**config.mk**
```make
export PLATFORM = sky130hd
export DESIGN_NAME = right_shift_unit
export DESIGN_NICKNAME = d
export VERILOG_FILES = /design/src/rtl/alu_pkg.sv /design/src/rtl/right_shift_stage.sv /design/src/rtl/right_shift_unit.sv
export SDC_FILE = /design/constraint.sdc
export NUM_CORES = 1
export LEC_CHECK = 0
export BUFFER_PORTS_ARGS = -buffer_cell sky130_fd_sc_hd__buf_2
export CORE_ASPECT_RATIO = 0.7
export CORE_MARGIN = 2
export CORE_UTILIZATION = 54
export DETAILED_ROUTE_END_ITERATION = 6
export GPL_TIMING_DRIVEN = 0
export PLACE_DENSITY_LB_ADDON = 0.25
export SETUP_SLACK_MARGIN = 0.02
export SYNTH_ARGS = -nofsm -noshare
export SYNTH_HDL_FRONTEND = slang
export SYNTH_SLANG_ARGS = --single-unit
export TNS_END_PERCENT = 5
```
**constraint.sdc**
```tcl
create_clock -name clock -period 2.37 [get_ports clock]
set_input_delay 0.237 -clock clock [delete_from_list [all_inputs] [get_ports clock]]
set_output_delay 0.237 -clock clock [all_outputs]
set_load 0.03 [all_outputs]
```
**src/rtl/alu_pkg.sv**
```systemverilog
// Shared ALU definitions: datapath widths and the shifter's state encoding.
package alu_pkg;

  localparam int ALU_WIDTH = 32;
  localparam int ALU_SHW   = 5;

  typedef enum logic [1:0] {
    S_IDLE  = 2'd0,
    S_SHIFT = 2'd1,
    S_DONE  = 2'd2
  } state_t;

endpackage

```
**src/rtl/right_shift_stage.sv**
```systemverilog
// One time-shared right-shift level: shifts by 2**stage with fill bits when enabled.
module right_shift_stage #(
  parameter int WIDTH = 32,
  parameter int SHW   = 5,
  parameter int CW    = (SHW > 1) ? $clog2(SHW) : 1
) (
  input  logic [WIDTH-1:0] data,
  input  logic             en,
  input  logic             fill,
  input  logic [CW-1:0]    stage,
  output logic [WIDTH-1:0] result
);

  logic [WIDTH-1:0] cand [SHW];

  for (genvar s = 0; s < SHW; s++) begin : g_cand
    assign cand[s] = {{(2**s){fill}}, data[WIDTH-1:2**s]};
  end

  // NOTE: result gets a default before the mux so no path leaves it unassigned (no latch).
  always_comb begin
    result = data;
    if (en) begin
      for (int i = 0; i < SHW; i++) begin
        if (stage == CW'(i)) result = cand[i];
      end
    end
  end

endmodule

```
**src/rtl/right_shift_unit.sv**
```systemverilog
// Multi-cycle right shifter: resolves one power-of-two distance per clock through a
// single shared stage, with valid/ready handshakes on both sides.
module right_shift_unit
  import alu_pkg::*;
#(
  parameter int WIDTH = ALU_WIDTH,
  parameter int SHW   = ALU_SHW
) (
  input  logic             clock,
  input  logic             reset,
  input  logic             in_valid,
  output logic             in_ready,
  input  logic [WIDTH-1:0] in_data,
  input  logic [SHW-1:0]   in_shamt,
  input  logic             in_arith,
  output logic             out_valid,
  input  logic             out_ready,
  output logic [WIDTH-1:0] out_data,
  output logic             busy
);

  localparam int CW = (SHW > 1) ? $clog2(SHW) : 1;

  state_t           state;
  logic [CW-1:0]    cnt;
  logic [WIDTH-1:0] data_r;
  logic [SHW-1:0]   shamt_r;
  logic             fill_r;
  logic [WIDTH-1:0] stage_result;

  right_shift_stage #(
    .WIDTH(WIDTH),
    .SHW  (SHW),
    .CW   (CW)
  ) u_stage (
    .data  (data_r),
    .en    (shamt_r[cnt]),
    .fill  (fill_r),
    .stage (cnt),
    .result(stage_result)
  );

  // The data register is the output register, so it is cleared to give out_data=0 after reset.
  assign out_data = data_r;

  // NOTE: all state here uses non-blocking assignments so every register samples pre-edge values.
  always_ff @(posedge clock) begin
    if (reset) begin
      state     <= S_IDLE;
      cnt       <= '0;
      data_r    <= '0;
      shamt_r   <= '0;
      fill_r    <= 1'b0;
      in_ready  <= 1'b1;
      out_valid <= 1'b0;
      busy      <= 1'b0;
    end else begin
      case (state)
        S_IDLE: begin
          if (in_valid) begin
            data_r   <= in_data;
            shamt_r  <= in_shamt;
            fill_r   <= in_arith & in_data[WIDTH-1];
            cnt      <= '0;
            state    <= S_SHIFT;
            in_ready <= 1'b0;
            busy     <= 1'b1;
          end
        end
        S_SHIFT: begin
          data_r <= stage_result;
          cnt    <= cnt + CW'(1);
          // Always run every stage, even for shamt=0, so latency is fixed.
          if (cnt == CW'(SHW - 1)) begin
            state     <= S_DONE;
            out_valid <= 1'b1;
          end
        end
        S_DONE: begin
          if (out_ready) begin
            state     <= S_IDLE;
            out_valid <= 1'b0;
            busy      <= 1'b0;
            in_ready  <= 1'b1;
          end
        end
        default: begin
          state     <= S_IDLE;
          out_valid <= 1'b0;
          busy      <= 1'b0;
          in_ready  <= 1'b1;
        end
      endcase
    end
  end

endmodule

```
Yosys cells after proc, flatten, opt, wreduce, memory -nomap -nowiden
Index checks and enable logic that the tools add are counted.
W data, S select, Z words.
{"block": "word_totals", "register_bits": 46, "input_bits": 42}
{"block": "op_classes", "n_addsub": 1, "magnitude_cmp": 1, "n_eq_ne": 11, "muxes": 24, "n_bitwise": 3, "n_reduce_logical": 9}
{"operator": "$mux W32", "count": 7}
{"operator": "$pmux W32 S2", "count": 1}
{"operator": "$pmux W1 S3", "count": 3}
{"operator": "$reduce_and A3 Y1", "count": 3}
{"operator": "$eq A3 B2 Y1 const B", "count": 2}
{"operator": "$mux W1", "count": 6}
{"operator": "$mux W2", "count": 3}
{"operator": "$ne A2 B2 Y1 const B", "count": 3}
{"operator": "$ne A6 B2 Y1 const B", "count": 1}
{"operator": "$pmux W2 S3", "count": 1}
{"operator": "$pmux W3 S2", "count": 1}
{"operator": "$lt A3 B4 Y1 const B", "count": 1}
{"operator": "$reduce_and A2 Y1", "count": 2}
{"operator": "$reduce_and A4 Y1", "count": 1}
{"operator": "$add A3 B1 Y3 const B", "count": 1}
{"operator": "$bmux W1 S3", "count": 1}
{"operator": "$eq A3 B1 Y1 const B", "count": 1}
{"operator": "$eq A3 B3 Y1 const B", "count": 1}
{"operator": "$logic_not A3 Y1", "count": 1}
{"operator": "$mux W3", "count": 1}
{"operator": "$eq A2 B1 Y1 const B", "count": 1}
{"operator": "$eq A2 B2 Y1 const B", "count": 1}
{"operator": "$logic_not A2 Y1", "count": 1}
{"operator": "$ne A2 B1 Y1 const B", "count": 1}
{"operator": "other kinds (3)", "count": 4}

Logic depth before layout (Yosys ltp)
Gate-level depths: netlist of run 1.
{"block": "depth", "depth_word": 8, "mapped_depth": 10}

Hierarchy
A second synthesis of run 1 with hierarchy kept.
{"block": "hier_totals", "hier_cells": 415, "area_unflattened_um2": 3802.4}
{"module": "right_shift_unit", "n_inst": 1, "cells_per_inst": 209, "area_each_um2": 2227.1}
{"module": "right_shift_stage", "n_inst": 1, "cells_per_inst": 206, "area_each_um2": 1575.3}

Worst setup path after synthesis of run 1
Ideal clock, no wire load.
{"block": "synth_path", "kind": "register -> register", "start": "register cnt[2]", "end": "register data_r[11], in the netlist out_data[11]", "setup_ns": 0.134, "arrival_ns": 2.036, "slack_ns": 0.200, "path_stages_with_launch": 11, "path_buffers": 4, "cell_sequence": "dfxtp_1 -> buf_2 -> inv_1 -> ha_1 -> buf_2 -> buf_2 -> buf_2 -> a22oi_1 -> o22ai_1 -> a221oi_1 -> a211oi_2"}
{"block": "synth_via", "elab_chain_cells": 7}
{"element": "start: declaration", "line": "right_shift_unit.sv:25", "rtl": "logic [CW-1:0] cnt;"}
{"element": "start signal: assignment", "line": "right_shift_unit.sv:72", "rtl": "cnt <= cnt + CW'(1);"}
{"element": "$eq A3 B1 Y1", "line": "right_shift_stage.sv:25", "rtl": "if (stage == CW'(i)) result = cand[i];"}
{"element": "$mux W32 (4 in series)", "line": "right_shift_stage.sv:25"}
{"element": "$mux W32", "line": "right_shift_stage.sv:23", "rtl": "if (en) begin"}
{"element": "$pmux W32 S2", "line": "right_shift_unit.sv:58", "rtl": "case (state)"}
{"element": "end signal: assignment", "line": "right_shift_unit.sv:61", "rtl": "data_r <= in_data;"}
{"element": "end signal: assignment", "line": "right_shift_unit.sv:71", "rtl": "data_r <= stage_result;"}
{"element": "end: declaration", "line": "right_shift_unit.sv:26", "rtl": "logic [WIDTH-1:0] data_r;"}
Several ways; a longest one is shown, not always the timed one. The select of a mux whose other input is x is not followed.
A chain may end at the register's enable or synchronous reset.

Worst setup path in the final report of run 1
{"block": "layout_path", "start": "register cnt[0]", "end": "register data_r[11], in the netlist out_data[11]"}
Same word-level chain as after synthesis.

==> results of run 1 <==
[flip-flops by register name, indices dropped and copies added, names as in the netlist]
register / flops
busy: 1
cnt: 3
fill_r: 1
in_ready: 1
out_data: 32
out_valid: 1
shamt_r: 5
state: 2
[cell type report]
type | instances | area [um^2]
buffer | 37 | 218
clock buffer | 6 | 82.6
multi-input combinational | 286 | 1940
clock inverter | 2 | 60.1
sequential | 46 | 927
fill | 467 | 1570
tap | 72 | 90.1
inverter | 15 | 56.3
timing repair buffer | 78 | 395
[how the worst min path moves through the flow]
stage,to,slack (ps),cells after the start
finish,shamt_r[1]$_SDFFE_PP0P_,170,3
global route,shamt_r[0]$_SDFFE_PP0P_,190,3
CTS,shamt_r[0]$_SDFFE_PP0P_,170,3
detailed placement,busy$_SDFFE_PP0P_,450,2
global placement,busy$_SDFFE_PP0P_,440,2
floorplan,shamt_r[4]$_SDFFE_PP0P_,380,2
[kinds of logic after synthesis]
group	Yosys count	synth area share [%]
DFF	46	30.3
adders and majority gates	5	2.06
AOI/OAI and AO/OA	143	35.1
and+or+nand+nor	120	19.1
buffers and inverters	52	7.57
muxes	18	5.93
[metal layers]
layer	vias to the layer above	GRT usage, %	routed length (um)
met5	-	0	0
met4	0	10.1	251
met3	31	10.1	1590
met2	279	56.6	4810
met1	1724	50.2	4590
li1	1632	-	-
[per-stage QoR]
step / power (mW) / worst slack, ps
after floorplan: 1.49 / 200
after global placement: 1.74 / -368
after detailed placement: 1.75 / -395
after CTS: 2.49 / 22.8
after global routing: 2.63 / -103
final: 2.54 / -64.7
[worst reg2reg max path: stages, from the launching register on]
cell and delay, ps:
dfxtp_2 380, inv_1 120, ha_1 280, and2_1 240, or4_1 500, buf_2 180, buf_6 150, o22ai_1 190
a221oi_2 60, a211oi_2 260
[cell usage in the layout (no fill, tap or decap), drive strengths merged, types with 14 or more instances in the layout]
cell / synthesis / final
a21oi: 25 / 25
buf: 19 / 93
clkbuf: 18 / 28
a211oi: 17 / 17
o22ai: 14 / 14
inv: 15 / 15
nand2: 40 / 40
mux2i: 18 / 18
dfxtp: 46 / 46
nor2b: 14 / 14
nor2: 33 / 33
a221oi: 16 / 16
[power breakdown]
group / total [mW] / internal, mW / switching, mW
Combinational: 0.801 / 0.302 / 0.499
Sequential: 1.00 / 0.852 / 0.153
Clock: 0.737 / 0.450 / 0.287
[timing repair]
| item | in CTS | in global routing |
|---|---|---|
| hold buffers | 0 | 0 |
| gates resized for setup | 19 | 20 |
| pin swaps | 1 | 3 |
| endpoints found under the setup margin | 32 | 29 |
| setup buffers | 2 | 0 |
==> out/qor.yml, run 1 <==
syn_area_um2: 3040
end_kind: "register"
reg2regPathDepth: 9
synthTopCellsByArea: "dfxtp_1 (30%), mux2i_1 (5.9%), nand2_1 (4.9%)"
min_path_type: "in2reg"
ant_nets: 0
yosysWarnings: 0
layout-drive-gt1-share_pct: 27.4
gr-usage-all-layers_pct: 36.6
ctsLongestPathBuffers: 2
postPlaceCellArea_um2: 3510
synthToLayoutAreaGrowth_pct: 24.0
final_area_um2: 3770
die_area_um2: 6250
grt_overflow: 0
routed_wl_um: 11200
antenna_found_initial: 0
status: "complete, but fails checks"
synth_cell_types: 47
async_flop_share_pct: 0
path_cells: "inv_1, ha_1, and2_1, or4_1, buf_2, buf_6, o22ai_1, a221oi_2, a211oi_2"
synthMostInstantiatedCell: "dfxtp_1"
boundaryPins: 77
synth_flop_cell: "dfxtp_1"
syn_nets: 431
num_vias: 3666
fin_tns_setup_ps: -112
grt_max_degree: 15
critPathSlowestCell: "or4_1"
gp_congestion: 0.975
worstHoldStart: "in_shamt[1]"
drtPass1Iterations: 7
slowest_delay_ps: 500
cp_data_required_time_ps: 2590
yosysSeqAreaShare_pct: 30.3
critPathTopFamily: "simple AND/OR/NAND/NOR gates"
clk_pin_slew_worst_paths_ps: 90
clock_sinks: 46
fin_cells: 542
initial_core_util_pct: 56.9
fin_crit_ps: 2430
synthCells: 384
rr_endpoint: "out_data[11]$_SDFFE_PP0P_"
violations: "DRC, setup timing"
die_h_um: 66.8
power_leakage_nw: 1.52
period_share_pct: 103
crit_path_start: "cnt[0]$_SDFFE_PP0P_"
ff2ff_setup_slack_ps: -60
path_depth: 9
syn_area_per_cell_um2: 7.91
drc: 1
io_buffers: 76
grt_pass1_vias: 3265
drt-initial-drc-count: 525
hold_viol: 0
crit_type: "reg2reg"
cts_tree: "built"
start_kind: "register"
drv_slew: 0
maxSlewHeadroom_pct: 49.9
clockRootBuffer: "clkbuf_8"
p_per_area_nw_per_um2: 675
tightest_slew_ps: 751
maxCapViolCount: 0
die_x_um: 93.7
worst-path-buf-inv: 3
avgRoutedWirePerCell_um: 20.8
rsz0062_at_grt: "true"
clk_latency_ps: 310
dp_cells: 532
skew_ps: 3.96
viasPerCell: 6.76
rows: 22
finalSetupViolCount: 2
peakVddDrop_v: 0.000345
postSynthRegisterBits: 46
setup.worst_path.end: "out_data[11]$_SDFFE_PP0P_"
synth_common_cells: "dfxtp_1 (46), nand2_1 (40), nor2_1 (32)"
holdWs_ps: 166
synth.top_cell.area_share_pct: 30.3
grt_pass1_wl_um: 17300
regToRegStartpoint: "cnt[0]$_SDFFE_PP0P_"
final_util_pct: 70.6
core_area_um2: 5340
antenna_cells: 0
cts-htree-levels: 2
crit_path_max_fanout: 10
yosysTopAreaCell: "dfxtp_1"
dpl.hpwl_um: 7930
crit_arrival_ps: 2660
synth_edf_count: 0
layout.nets: 516
cts-buffers-inserted: 5
max_freq_mhz: 411
finalWorstSetupSlack_ps: -64.7
Note: power is estimated with default switching activity, not from simulation.
==> run 2, diff against run 1 <==
--- a/config.mk
+++ b/config.mk
@@ -6,9 +6,11 @@
 export NUM_CORES = 1
 export LEC_CHECK = 0
 export BUFFER_PORTS_ARGS = -buffer_cell sky130_fd_sc_hd__buf_2
+export CELL_PAD_IN_SITES_DETAIL_PLACEMENT = 1
+export CELL_PAD_IN_SITES_GLOBAL_PLACEMENT = 1
 export CORE_ASPECT_RATIO = 0.7
 export CORE_MARGIN = 2
-export CORE_UTILIZATION = 54
+export CORE_UTILIZATION = 35
 export DETAILED_ROUTE_END_ITERATION = 6
 export GPL_TIMING_DRIVEN = 0
 export PLACE_DENSITY_LB_ADDON = 0.25
==> constraint.sdc (replaced) <==
create_clock -name clock -period 2.05 [get_ports clock]
set_input_delay 0.205 -clock clock [delete_from_list [all_inputs] [get_ports clock]]
set_output_delay 0.205 -clock clock [all_outputs]
set_load 0.03 [all_outputs]
==> out/qor.yml, run 2 (synthesized netlist as in run 1, its figures left out) <==
status: "complete, but fails checks"
violations: "setup timing"
antenna_found_initial: 0  # unchanged
cts-buffers-inserted: 5  # unchanged
grt_max_degree: 14  # -1
total_power_mw: 3.30  # +30%
routed_wl_um: 14400  # +28%
power_leakage_nw: 1.74  # +15%
tightest_slew_ps: 777  # +25.3 ps
clockPowerShare_pct: 29.0  # about the same
combPwrFrac_pct: 34.9  # +3.4 points
finalSetupViolCount: 2  # unchanged
drv_slew: 0  # unchanged
rows: 28  # +27%
rr_endpoint: "out_data[15]$_SDFFE_PP0P_"
skew_ps: 6.24  # +2.29 ps
layout-drive-gt1-share_pct: 38.9  # +11 points
boundaryPins: 77  # unchanged
pre_cts_slack_ps: -576  # -181 ps
fin_crit_ps: 2070  # -362 ps
maxSlewHeadroom_pct: 48.2  # -1.7 points
finalWorstSetupSlack_ps: -23.0  # +41.7 ps
drt-initial-drc-count: 355  # -32%
postPlaceCellArea_um2: 3590  # +2.4%
crit_type: "reg2reg"
peakVddDrop_v: 0.000301  # -13%
worstHoldStart: "in_shamt[2]"
holdWs_ps: 152  # -13.8 ps
power.switching_mw: 1.25  # +33%
p_sw_share_pct: 37.9  # +1.0 points
io_buffers: 76  # unchanged
start_kind: "register"
die_h_um: 82.0  # +23%
drtPass1Iterations: 5  # -2
cts-htree-levels: 2  # unchanged
min_path_type: "in2reg"
rsz0062_at_grt: "true"
fill_cells: 997  # +110%
max_freq_mhz: 482  # +17%
synthToLayoutAreaGrowth_pct: 45.9
p_seq_share_pct: 36.1  # -3.4 points
grt_overflow: 0  # unchanged
die_x_um: 115  # +23%
regToRegStartpoint: "cnt[0]$_SDFFE_PP0P_"
dpl.hpwl_um: 9640  # +22%
fin_tns_setup_ps: -27.1  # +85.1 ps
fin_cells: 611  # +13%
avgRoutedWirePerCell_um: 23.6  # +14%
ctsLongestPathBuffers: 2  # unchanged
clock_sinks: 46  # unchanged
maxCapViolCount: 0  # unchanged
die_area_um2: 9460  # +51%
final_util_pct: 52.5  # -18 points
p_per_area_nw_per_um2: 743  # +10%
end_kind: "register"
cts_tree: "built"
period_share_pct: 101  # -1.6 points
final_cell_mix: "buf_2 (78), dfxtp_1 (43), nand2_1 (39), nor2_1 (29)"
antenna_cells: 0  # unchanged
crit_path_max_fanout: 6  # -4
initial_core_util_pct: 36.0  # -21 points
min_delay_worst_endpoint: "shamt_r[2]$_SDFFE_PP0P_"
hold_viol: 0  # unchanged
core_area_um2: 8440  # +58%
holdBufCountCts: 0  # unchanged
clockRootBuffer: "clkbuf_16"
gr-usage-all-layers_pct: 31.2  # -5.4 points
grt_pass1_vias: 3785  # +16%
ant_nets: 0  # unchanged
viasPerCell: 6.22  # -8.1%
cp_data_required_time_ps: 2260  # -330 ps
layout.nets: 537  # +4.1%
num_vias: 3798  # +3.6%
clk_pin_slew_worst_paths_ps: 70  # -20 ps
dp_cells: 580  # +9.0%
worstHoldPathCells: 3  # unchanged
gp_congestion: 0.900  # -7.6%
largest_register_ffs: 32  # unchanged
final_common_cell: "buf_2"
reg2regPathDepth: 9  # unchanged
drc: 0  # -1
p_int_mw: 2.05  # +28%
grt_pass1_wl_um: 22000  # +27%
crit_arrival_ps: 2290  # -370 ps
ff2ff_setup_slack_ps: -20  # +40 ps
final_area_um2: 4440  # +18%
clk_latency_ps: 300  # about the same
run 2: worst max path at each step:
stage	from	end	depth (start not counted)
after floorplan	cnt[2]$_SDFFE_PP0P_	out_data[11]$_SDFFE_PP0P_	10
after global placement	cnt[2]$_SDFFE_PP0P_	out_data[2]$_SDFFE_PP0P_	8
after detailed placement	cnt[0]$_SDFFE_PP0P_	out_data[9]$_SDFFE_PP0P_	9
after CTS	cnt[0]$_SDFFE_PP0P_	out_data[28]$_SDFFE_PP0P_	7
after global routing	cnt[2]$_SDFFE_PP0P_	out_data[7]$_SDFFE_PP0P_	7
final	cnt[0]$_SDFFE_PP0P_	out_data[15]$_SDFFE_PP0P_	9
run 2: critical path: stages, from the launching register on:
cell and delay [ps]:
dfxtp_4 390, inv_6 50, buf_6 110, ha_4 170, and2_4 180, or4_4 520, buf_8 190, o22ai_4 100
a221oi_2 60, a211oi_2 210
run 2: repair_timing:
item	CTS	global route
buffers inserted	16	8
gates cloned	1	0
endpoints found under the hold margin	0	0
resized for setup	79	42
pin swaps	17	18
setup endpoints to repair	32	32
run 2: power by group through the flow:
| stage | Sequential, mW | Combinational [mW] | Clock [mW] |
|---|---|---|---|
| finish | 1.19 | 1.15 | 0.956 |
| global route | 1.19 | 1.23 | 1.00 |
| CTS | 1.17 | 1.04 | 0.948 |
| detailed placement | 1.18 | 0.890 | 0 |
| global placement | 1.18 | 0.867 | 0 |
| floorplan | 1.26 | 0.465 | 0 |
run 2: area by class of cell:
type                    count  area, um^2  area share, %
clock inverters             1        30.0          0.677
clock buffers               7         133           2.99
well taps                 120         150           3.39
plain buffers              35         280           6.32
repair buffers            101         612           13.8
flip-flops and latches     46         932           21.0
multi-input cells         286        2230           50.4
inverters                  15        65.1           1.47
run 2: layer usage:
layer	routed length [um]	global-route usage (%)
met4	263	8.80
met2	6670	51.0
met3	1260	4.58
met1	6200	42.9
met5	0	0
==> run 3, diff against run 2 <==
--- a/config.mk
+++ b/config.mk
@@ -14,6 +14,7 @@
 export DETAILED_ROUTE_END_ITERATION = 6
 export GPL_TIMING_DRIVEN = 0
 export PLACE_DENSITY_LB_ADDON = 0.25
+export REMOVE_ABC_BUFFERS = 1
 export SETUP_SLACK_MARGIN = 0.02
 export SYNTH_ARGS = -nofsm -noshare
 export SYNTH_HDL_FRONTEND = slang
==> out/qor.yml, run 3 (synthesized netlist as in run 1, its figures left out) <==
largest_register_ffs: 32  # unchanged
multi_input_area_um2: 2240  # +0.22%
drc: 0  # unchanged
holdBufCountCts: 0  # unchanged
num_vias: 3600  # -5.2%
die_x_um: 115  # unchanged
antenna_cells: 0  # unchanged
status: "complete, no violations"
clock_sinks: 46  # unchanged
layout-drive-gt1-share_pct: 37.7  # -1.2 points
p_per_area_nw_per_um2: 748  # +0.62%
clockPowerShare_pct: 30.1  # +1.1 points
antenna_found_initial: 0  # unchanged
rsz0062_at_grt: "true"
fin_tns_setup_ps: 0  # +27.1 ps
cts-htree-levels: 2  # unchanged
core_area_um2: 8440  # unchanged
grt_pass1_vias: 3401  # -10%
routed_wl_um: 13100  # -8.7%
die_h_um: 82.0  # unchanged
gp_congestion: 0.831  # -7.8%
regArea_um2: 933  # +0.13%
hold_viol: 0  # unchanged
final_area_um2: 4240  # -4.4%
ctsLongestPathBuffers: 2  # unchanged
boundaryPins: 77  # unchanged
period_share_pct: 99.9  # -1.2 points
skew_ps: 4.29  # -1.96 ps
final_cell_mix: "buf_2 (76), dfxtp_1 (42), nand2_1 (38), nor2_1 (32), buf_4 (29)"
crit_type: "reg2reg"
ant_nets: 0  # unchanged
combPwrFrac_pct: 32.9  # -2.0 points
finalSetupViolCount: 0  # -2
rows: 28  # unchanged
p_int_mw: 1.98  # -3.3%
layout.nets: 515  # -4.1%
initial_core_util_pct: 36.0  # unchanged
dpl.hpwl_um: 7830  # -19%
end_kind: "register"
grt_pass1_wl_um: 18500  # -16%
peakVddDrop_v: 0.000342  # +14%
synthToLayoutAreaGrowth_pct: 39.5
postPlaceCellArea_um2: 3430  # -4.5%
gr-usage-all-layers_pct: 25.5  # -5.6 points
cts-buffers-inserted: 5  # unchanged
crit_arrival_ps: 2270  # -20 ps
fin_crit_ps: 2050  # -24.4 ps
power.switching_mw: 1.19  # -4.7%
clk_latency_ps: 300  # about the same
avgRoutedWirePerCell_um: 22.3  # -5.3%
grt_overflow: 0  # unchanged
drv_slew: 0  # unchanged
drtPass1Iterations: 6  # +1
cts_tree: "built"
maxSlewHeadroom_pct: 33.0  # -15 points
final_common_cell: "buf_2"
cp_data_required_time_ps: 2270  # about the same
drt-initial-drc-count: 337  # -5.1%
max_freq_mhz: 488  # +1.2%
min_path_type: "in2reg"
clk_pin_slew_worst_paths_ps: 70  # about the same
ff2ff_setup_slack_ps: 1  # +20 ps
p_sw_share_pct: 37.6  # -0.34 points
power_leakage_nw: 1.64  # -5.5%
start_kind: "register"
clockRootBuffer: "clkbuf_16"
crit_path_max_fanout: 22  # +16
p_seq_share_pct: 37.0  # +0.9 points
grt_max_degree: 50  # +36
die_area_um2: 9460  # unchanged
io_buffers: 76  # unchanged
tightest_slew_ps: 1000  # +228 ps
fill_cells: 1020  # +2.3%
viasPerCell: 6.11  # -1.7%
maxCapViolCount: 0  # unchanged
run 3: stage by stage:
stage	hold WS, ps	setup WS (ps)	instances	power (mW)	util (%)
2_1_floorplan	270	-1110	347	1.68	-
3_3_place_gp	441	-2370	543	1.98	40.2
3_5_place_dp	449	-1570	545	2.02	40.6
4_1_cts	150	-64.4	572	3.02	46.1
5_1_grt	186	-113	589	3.29	50.2
6_report	152	1.36	589	3.17	50.2
run 3: metal layers:
layer,wire [um],global-route usage [%]
met1,5820,35.4
met3,1030,4.06
met5,0,0
met4,259,6.14
met2,6040,41.6
run 3: critical path: stages, from the launching register on:
cell and delay, ps:
dfxtp_4 380, inv_1 150, ha_2 290, nor2_1 90, a31oi_4 250, o21ai_4 130
buf_12 180, or3_1 370, a21oi_1 120
run 3: cell type report:
class,count,share of cell area [%]
Inverter,15,1.53
Tap cell,120,3.54
Clock inverter,3,0.945
Timing Repair Buffer,111,16.2
Sequential cell,46,22.0
Clock buffer,5,2.95
Multi-Input combinational cell,289,52.8
run 3: worst paths after layout:
path / start / end / cells past startpoint
worst max-delay path: cnt[1]$_SDFFE_PP0P_ / out_data[10]$_SDFFE_PP0P_ / 8
worst max register to register: cnt[1]$_SDFFE_PP0P_ / out_data[10]$_SDFFE_PP0P_ / 8
worst min-delay path: in_shamt[0] / shamt_r[0]$_SDFFE_PP0P_ / 3
worst min register to register: out_valid$_SDFFE_PP0P_ / out_valid$_SDFFE_PP0P_ / 2
run 3: repair_timing:
item | 4_1_cts | 5_1_grt
gates resized for setup | 35 | 42
gates cloned | 1 | 2
pin swaps | 3 | 21
buffers inserted | 18 | 15
endpoints found under the setup margin | 33 | 32
run 3: power by group through the flow:
stage,registers [mW],clock network [mW],logic (mW)
final,1.17,0.953,1.04
after global routing,1.18,0.995,1.11
after CTS,1.16,0.966,0.899
after detailed placement,1.18,0,0.838
after global placement,1.18,0,0.802
after floorplan,1.26,0,0.416
